[src/rtl/pipe_hazard_ctrl.sv]
// Hazard interlock and flush controller for a 5-stage MIPS pipeline with branches resolved in MEM.
// Tracks in-flight destination registers, stalls on RAW hazards, flushes on taken branches.
module pipe_hazard_ctrl #(
  parameter int REG_AW    = 5,
  parameter int CNT_W     = 16,
  parameter bit WB_BYPASS = 1'b0
) (
  input  logic              clk_i,
  input  logic              rst_i,
  input  logic [REG_AW-1:0] id_rs_i,
  input  logic [REG_AW-1:0] id_rt_i,
  input  logic              id_use_rs_i,
  input  logic              id_use_rt_i,
  input  logic              id_reg_write_i,
  input  logic [REG_AW-1:0] id_dst_i,
  input  logic              branch_taken_mem_i,
  output logic              pc_write_o,
  output logic              ifid_write_o,
  output logic              ifid_flush_o,
  output logic              idex_flush_o,
  output logic              exmem_flush_o,
  output logic              stall_o,
  output logic [CNT_W-1:0]  stall_cnt_o,
  output logic [CNT_W-1:0]  flush_cnt_o
);

  typedef struct packed {
    logic              v;
    logic [REG_AW-1:0] dst;
  } slot_t;

  slot_t ex_q, mem_q, wb_q;
  slot_t ex_d, mem_d;
  logic  raw;

  // A source register is pending if any live slot will still write it back.
  function automatic logic hit(input logic [REG_AW-1:0] r, input slot_t ex, input slot_t mem,
                               input slot_t wb);
    logic wb_hit;
    wb_hit = !WB_BYPASS && wb.v && (wb.dst == r);
    return (r != '0) && ((ex.v && ex.dst == r) || (mem.v && mem.dst == r) || wb_hit);
  endfunction

  // NOTE: every output gets a default before the branches below, so no path leaves one unassigned and no latch is inferred.
  always_comb begin
    pc_write_o    = 1'b1;
    ifid_write_o  = 1'b1;
    ifid_flush_o  = 1'b0;
    idex_flush_o  = 1'b0;
    exmem_flush_o = 1'b0;
    stall_o       = 1'b0;
    raw = (id_use_rs_i && hit(id_rs_i, ex_q, mem_q, wb_q)) ||
          (id_use_rt_i && hit(id_rt_i, ex_q, mem_q, wb_q));
    if (rst_i) begin
      if (branch_taken_mem_i) begin
        ifid_flush_o  = 1'b1;
        idex_flush_o  = 1'b1;
        exmem_flush_o = 1'b1;
      end else if (raw) begin
        pc_write_o   = 1'b0;
        ifid_write_o = 1'b0;
        idex_flush_o = 1'b1;
        stall_o      = 1'b1;
      end
    end
  end

  always_comb begin
    ex_d  = idex_flush_o ? '0 : slot_t'{id_reg_write_i && (id_dst_i != '0), id_dst_i};
    mem_d = exmem_flush_o ? '0 : ex_q;
  end

  // NOTE: state registers use non-blocking assignments so every slot shifts from its pre-edge value.
  always_ff @(posedge clk_i) begin
    if (!rst_i) begin
      ex_q        <= '0;
      mem_q       <= '0;
      wb_q        <= '0;
      stall_cnt_o <= '0;
      flush_cnt_o <= '0;
    end else begin
      ex_q  <= ex_d;
      mem_q <= mem_d;
      wb_q  <= mem_q;
      if (stall_o && (stall_cnt_o != '1))
        stall_cnt_o <= stall_cnt_o + 1'b1;
      if (branch_taken_mem_i && (flush_cnt_o != '1))
        flush_cnt_o <= flush_cnt_o + 1'b1;
    end
  end

endmodule
[config.mk]
export PLATFORM = sky130hd
export DESIGN_NAME = pipe_hazard_ctrl
export DESIGN_NICKNAME = d
export VERILOG_FILES = /design/src/rtl/pipe_hazard_ctrl.sv
export SDC_FILE = /design/constraint.sdc
export NUM_CORES = 1
export LEC_CHECK = 0
export BUFFER_PORTS_ARGS = -buffer_cell sky130_fd_sc_hd__buf_2
export CAP_MARGIN = 20
export CORE_MARGIN = 4
export CORE_UTILIZATION = 45
export DETAILED_ROUTE_END_ITERATION = 8
export PLACE_DENSITY = 0.67
export SETUP_SLACK_MARGIN = 0.02
export SLEW_MARGIN = 40
export SYNTH_ARGS = -nofsm -noshare
export SYNTH_HDL_FRONTEND = slang
export SYNTH_SLANG_ARGS = --single-unit
[constraint.sdc]
create_clock -name clk_i -period 2.7 [get_ports clk_i]
set_input_delay 0.54 -clock clk_i [delete_from_list [all_inputs] [get_ports clk_i]]
set_output_delay 0.54 -clock clk_i [all_outputs]
set_load 0.005 [all_outputs]
---- Word level (Yosys, flattened, before mapping) ----
Index checks and enable logic that the tools add are counted.
word-level totals
  bits in registers ....................... 50
  output and inout port bits .............. 38
  word-level logic and storage cells ...... 52
operators by class
  $add $sub $neg .......................... 2
  eq/ne operators ......................... 8
  multiplexer cells ....................... 10
  bitwise logic cells ..................... 1
  reduce and logical (&&, ||, !) cells .... 23
operators with widths
  cell                                            number
  adder 16 x 1 -> 16 bit (second input constant)  2
  != test 16 bit (second input constant)          2
  equality test 5 bit                             6
  nonzero test 5 bit                              3
  logical AND 1 bit                               13
  two-way mux 1 bit                               10
  logical OR 1 bit                                5
  OR reduction 2 bit                              2
  NOT 1 bit                                       1

---- Longest topological paths before layout ----
Gate-level depths: netlist (run 1).
  word-level depth ........................ 11
  gate-level depth with buffers ........... 9
  mapped depth without buffers ............ 8

---- Worst setup path after synthesis (run 1) ----
Ideal clock, no wire load.
  path type ............................... input -> output
  start ................................... in id_rt_i[1]
  end ..................................... out pc_write_o
  arrival ................................. 1.915 ns
  data required time ...................... 2.160 ns
  slack ................................... 0.245 ns
  cell stages on the path ................. 7
  path through ............................ or4_1 -> o21ai_1 -> a31oi_1 -> o21ai_2 -> buf_6 -> buf_6 -> buf_4
between the ends
  word-level cells in the longest chain between the ends .. 10
RTL lines
  what                               RTL line  RTL
  start, declared                    11        input logic [REG_AW-1:0] id_rt_i,
  equality test 5 bit                41        return (r != '0) && ((ex.v && ex.dst == r) || (mem.v && mem.dst == r) || wb_hit);
  logical AND 1 bit                  41
  logical OR 1 bit (2 in series)     41
  logical AND 1 bit *                41
  logical AND 1 bit *                53        (id_use_rt_i && hit(id_rt_i, ex_q, mem_q, wb_q));
  logical OR 1 bit *                 52        raw = (id_use_rs_i && hit(id_rs_i, ex_q, mem_q, wb_q)) ||
  two-way mux 1 bit * (3 in series)  --
  end, declared                      17        output logic pc_write_o,
Every way passes the cells marked *; elsewhere a longest branch is shown, timed or not.

---- Final worst setup path (run 1) ----
  start ................................... in id_rs_i[1]
  end ..................................... out idex_flush_o
between the ends
  word-level cells in the longest chain between the ends .. 10
RTL lines
  what                            RTL line  RTL
  start, declared                 10        input logic [REG_AW-1:0] id_rs_i,
  equality test 5 bit             41
  logical AND 1 bit               41
  logical OR 1 bit (2 in series)  41
  logical AND 1 bit *             41
  logical AND 1 bit *             52
  logical OR 1 bit *              52
  two-way mux 1 bit *             59        end else if (raw) begin
  two-way mux 1 bit *             55        if (branch_taken_mem_i) begin
  two-way mux 1 bit *             54        if (rst_i) begin
  end, declared                   20        output logic idex_flush_o,
Marks and branches as above.

==> results_dict.tcl, run 1 <==
set metrics [dict create \
    timing.final.hold_violations 0 \
    routedWlPerCell_um 13.8 \
    critPathMaxStageDelay_ns 0.51 \
    drtIter0Drc 81 \
    finalSetupViolCount 0 \
    overflow 0 \
    maxSlewHeadroom_pct 67.3 \
    synth_ff_type "dfxtp_1" \
    antenna_found_initial 0 \
    gp_congestion 0.916 \
    crit_family "simple AND/OR/NAND/NOR gates" \
    clkPwrFrac_pct 37.8 \
    vdd_drop_max_mv 0.263 \
    area_growth_syn_to_layout_pct 17.9 \
    postRouteWirelength_mm 5.70 \
    cp_data_required_time_ns 2.16 \
    vias 2156 \
    finalSetupTns_ns 0 \
    clk-insertion-delay-late_ns 0.30 \
    period_needed_ns 2.53 \
    cts_root_buf "clkbuf_8" \
    cts_tree "yes" \
    synth_seq_cells 50 \
    worst_pin_slew_ns 0.490 \
    num_io_pins 59 \
    crit_chain "buf_2 > or4_1 > o21ai_0 > a31oi_1 > or2_1 > nor2_1 > nor2_1 > buf_2" \
    nets 363 \
    synth_common_cells "dfxtp_1, xor2_1, and2_1, nand2_1, a21oi_1" \
    skew_ns 0.0119 \
    path_clk_slew_ns 0.09 \
    power.switching_mw 0.313 \
    ctsHoldBuffers 0 \
    cts_inserted_buffers 5 \
    hp-class "input port to flip-flop" \
    power_density_mw_per_mm2 458 \
    use_met1_pct 21.4 \
    worst_slack_ns 0.174 \
    post-cts-setup-buffer-count 0 \
    grt_max_degree 31 \
    critical_path_buf_inv_count 2 \
    dieArea_mm2 0.00695 \
    critPathSlowestCell "or4_1" \
    ctsResizeCount 0 \
    clockBufferDepth 2 \
    port_buffers 58 \
    crit_path_start_kind "input port" \
    synthTopCellsByArea "dfxtp_1, xor2_1, and2_1" \
    synth_nets 306 \
    sw_frac_of_total_pct 22.7 \
    p_leak_nw 1.21 \
    syn_inst 283 \
    fmax_mhz 396 \
    die_y_um 83.4 \
    antenna_left 0 \
    core-area_mm2 0.00551 \
    synth.avg_cell_area_um2 9.03 \
    dpl.hpwl_mm 4.19 \
    drive_gt1_share_pct 25.5 \
    diodes 0 \
    fin_crit_sh_pct 93.6 \
    first_pass_iters 4 \
    status "completed" \
    start_util_pct 46.4 \
    die_w_um 83.4 \
    cts.sinks 50 \
    drc_errors 0 \
    cp-end-kind "primary output" \
    crit_arrival_ns 1.99 \
    ctsHtreeMaxLevel 2 \
    dp_slack_ns 0.0957 \
    yosys.area.top_type "dfxtp_1" \
    grt-busiest-layer "met2" \
    synth_edf_count 0 \
    ys_async_sr_fraction_pct 0 \
    critPathMaxFanout 4 \
    internal_power_mw 1.07 \
    yosysTopAreaCellShare_pct 39.2 \
    synth_area_mm2 0.00256 \
    grtUsageMet3_pct 4.17 \
    comb_power_share_pct 7.3 \
    maxCapViolations 0 \
    critical_path_class "input port to primary output" \
    ys_seq_area_share_pct 39.2 \
    drt-vias-per-instance 5.22 \
    seq_power_share_pct 54.9 \
    grt_util_met2_pct 25.5 \
    rsz0062_at_grt "no" \
    ys_warn_count 0 \
    grt_pass1_wl_mm 9.36 \
    globalRouteTotalUtil_pct 16.1 \
    num_rows 27 \
    finalMaxSlewViolations 0 \
    ys_types 43 \
    grt_pass1_vias 1978 \
    yosysMostFrequentCell "dfxtp_1" \
]
[routing by layer]
| metal | vias to the layer above | part of all wire, % | routed length, um |
|---|---|---|---|
| met5 | - | 0 | 0 |
| met1 | 979 | 48 | 2740 |
| met3 | 8 | 5.4 | 310 |
| met2 | 53 | 45 | 2570 |
| met4 | 0 | 1.2 | 69 |
| li1 | 1116 | - | - |
[layout by cell type (no fill, tap or decap), drive strengths merged, types with 9 or more instances in the layout]
cell   synthesis  routed
buf            7      61
dfxtp         50      50
xor2          27      27
and2          20      20
nand2         19      19
nor2          18      18
a21oi         17      17
nand3         16      16
xnor2         12      12
nor4          12      12
or4           11      11
o21ai         11      11
nand4          9       9
[registers in the layout, indices dropped and copies added (netlist names)]
signal / flops
flush_cnt_o: 16
stall_cnt_o: 16
ex_q: 6
mem_q: 6
wb_q: 6
[cell families after synthesis]
logic type / Yosys count / synth area share (%)
AND/OR/NAND/NOR: 124 / 30.2
AO/OA/AOI/OAI: 43 / 10.3
buffers and inverters: 20 / 4.01
flip-flops: 50 / 39.2
adder cells (fa/ha/maj): 2 / 0.979
XOR/XNOR: 39 / 13.4
multiplexers: 5 / 1.96
[power groups by stage]
stage               Combinational [mW]  Sequential, mW  Clock [mW]
detailed placement               0.101           0.775           0
CTS                              0.102           0.757       0.542
global route                     0.112           0.759       0.573
global placement                 0.100           0.774           0
finish                           0.101           0.758       0.522
floorplan                       0.0576           0.772           0
[worst register-to-register path, stage by stage (launching register included)]
cell and delay [ns]:
dfxtp_1 0.36, xor2_1 0.18, nor4_2 0.27, nand3_1 0.10, a31oi_1 0.24, o21ai_2 0.17
buf_12 0.19, or4_1 0.51, a21oi_1 0.16
[stage by stage]
stage          instances  instance area [um^2]  total power [mW]  hold WS, ns  utilization [%]
6_report             413                  3010              1.38        0.450             54.7
5_1_grt              413                  3010              1.44        0.434             54.7
4_1_cts              413                  3010              1.40        0.438             54.7
3_5_place_dp         405                  2900             0.876        0.482             52.7
3_3_place_gp         405                  2900             0.874        0.472             52.7
2_1_floorplan        283                  2560             0.830        0.452                -
[path summary, 6_finish.rpt]
| check | start | endpoint | slack, ns | cells past startpoint |
|---|---|---|---|---|
| max | id_rs_i[1] | idex_flush_o | 0.17 | 8 |
| min | id_dst_i[3] | ex_q[3] | 0.45 | 2 |
| max reg2reg | mem_q[2] | stall_cnt_o[12] | 0.43 | 8 |
| min reg2reg | stall_cnt_o[7] | stall_cnt_o[7] | 0.49 | 2 |
[layout make-up]
| cell class | instances | area (um^2) |
|---|---|---|
| fill | 534 | 2490 |
| multi-input combinational | 213 | 1450 |
| sequential | 50 | 1000 |
| timing repair buffer | 61 | 325 |
| tap | 72 | 90.1 |
| clock buffer | 6 | 72.6 |
| clock inverter | 2 | 37.5 |
| inverter | 9 | 33.8 |
No activity file was read; power rests on OpenSTA's default activity.
==> run 2, diff against run 1 <==
--- a/config.mk
+++ b/config.mk
@@ -9,6 +9,7 @@
 export CAP_MARGIN = 20
 export CORE_MARGIN = 4
 export CORE_UTILIZATION = 45
+export CTS_BUF_LIST = sky130_fd_sc_hd__clkbuf_4
 export DETAILED_ROUTE_END_ITERATION = 8
 export PLACE_DENSITY = 0.67
 export SETUP_SLACK_MARGIN = 0.02
==> results_dict.tcl, run 2 (same netlist as run 1, synthesis figures left out) <==
set metrics [dict create \
    finalSetupViolCount 0 \
    nets 364 \
    final_common_cell "buf_2" \
    vdd_drop_max_mv 0.262 \
    cts.sinks 50 \
    cts_inserted_buffers 5 \
    antenna_found_initial 0 \
    num_rows 27 \
    area_growth_syn_to_layout_pct 18.0 \
    grt_max_degree 31 \
    critPathMaxFanout 5 \
    cts_root_buf "clkbuf_4" \
    maxCapViolations 0 \
    crit_path_start_kind "input port" \
    crit_family "compound AO/OA/AOI/OAI gates" \
    skew_ns 0.0191 \
    num_io_pins 59 \
    sw_frac_of_total_pct 23.6 \
    timing.final.hold_violations 0 \
    die_w_um 83.4 \
    p_leak_nw 1.21 \
    hold-worst-slack_ns 0.376 \
    critPathSlowestCell "or4_1" \
    grt_pass1_wl_mm 9.32 \
    drive_gt1_share_pct 27.8 \
    dieArea_mm2 0.00695 \
    hp-class "input port to flip-flop" \
    status "completed" \
    seq_power_share_pct 58.1 \
    vias 2164 \
    layout_common_cells "buf_2, dfxtp_1, xor2_1, and2_1, nand2_1" \
    drtIter0Drc 76 \
    antenna_left 0 \
    power_density_mw_per_mm2 434 \
    power_mw 1.31 \
    crit_arrival_ns 2.03 \
    cts_tree "yes" \
    fin_crit_sh_pct 95.2 \
    critical_path_class "input port to primary output" \
    dpl.hpwl_mm 4.19 \
    top_regs "flush_cnt_o x16, stall_cnt_o x16" \
    diodes 0 \
    postRouteWirelength_mm 5.83 \
    rrSetupSlack_ns 0.41 \
    critical_path_buf_inv_count 3 \
    port_buffers 58 \
    die_y_um 83.4 \
    gp_congestion 0.916 \
    period_needed_ns 2.57 \
    routedWlPerCell_um 14.1 \
    first_pass_iters 4 \
    critPathMaxStageDelay_ns 0.51 \
    globalRouteTotalUtil_pct 16.1 \
    power.switching_mw 0.309 \
    ctsHtreeMaxLevel 2 \
    start_util_pct 46.4 \
    comb_power_share_pct 7.9 \
    cp-end-kind "primary output" \
    clkPwrFrac_pct 34.1 \
    finalMaxSlewViolations 0 \
    internal_power_mw 0.999 \
    overflow 0 \
    crit_top_cell "buf_2" \
    grt_pass1_vias 1970 \
    fmax_mhz 389 \
    worst_pin_slew_ns 0.482 \
    core-area_mm2 0.00551 \
    drt-vias-per-instance 5.23 \
    cp_data_required_time_ns 2.16 \
    fillCellCount 530 \
    path_clk_slew_ns 0.14 \
    clk-insertion-delay-late_ns 0.38 \
    crit_chain "buf_2 > or4_1 > o21ai_1 > a31oi_2 > o21ai_2 > inv_2 > buf_2" \
    maxSlewHeadroom_pct 67.8 \
    multi_input_area_mm2 0.00147 \
    regArea_mm2 0.00100 \
    clockBufferDepth 2 \
    drc_errors 0 \
]
[run 2: cell count changes in the layout (fill, tap and decap cells not counted), sizes merged]
cell  delta
buf      +1
[run 2: cell type report]
cell class	instances	area share, %
tap	72	2.99
clock inverter	2	1.24
inverter	9	1.12
timing repair buffer	62	11.0
multi-input combinational	213	48.8
clock buffer	6	1.49
sequential	50	33.3
[run 2: power by group through the flow]
stage	Sequential, mW	Clock [mW]	Combinational [mW]
finish	0.759	0.446	0.103
floorplan	0.772	0	0.0576
detailed placement	0.775	0	0.101
global placement	0.774	0	0.100
global route	0.761	0.491	0.114
CTS	0.759	0.460	0.102
[run 2: layer usage]
layer  vias up  share of wire (%)  track usage, %
met3         9                6.0            4.17
li1       1119                  -               -
met4         0                1.5            5.79
met1       981                 48            21.3
met5         -                  0               0
met2        55                 45            25.3
[run 2: through the flow]
step	util, %	setup slack (ns)	cells	TNS, ns	instance area, um^2
after floorplan	-	0.245	283	0	2560
after global placement	52.7	0.154	405	0	2900
after detailed placement	52.7	0.0957	405	0	2900
after CTS	54.2	0.134	413	0	2990
after global routing	54.8	-0.0341	414	-0.0341	3020
final	54.8	0.129	414	0	3020
[run 2: what timing repair did]
item                       in CTS  in global routing
resized for setup               0                  7
setup buffers                   0                  1
setup endpoints to repair       0                  1
hold buffers                    0                  0
[run 2: path summary, 6_finish.rpt]
kind	from	endpoint	depth (start not counted)
min	id_dst_i[3]	ex_q[3]	2
max reg2reg	mem_q[2]	stall_cnt_o[12]	8
max	id_rt_i[1]	stall_o	7
min reg2reg	stall_cnt_o[7]	stall_cnt_o[7]	2
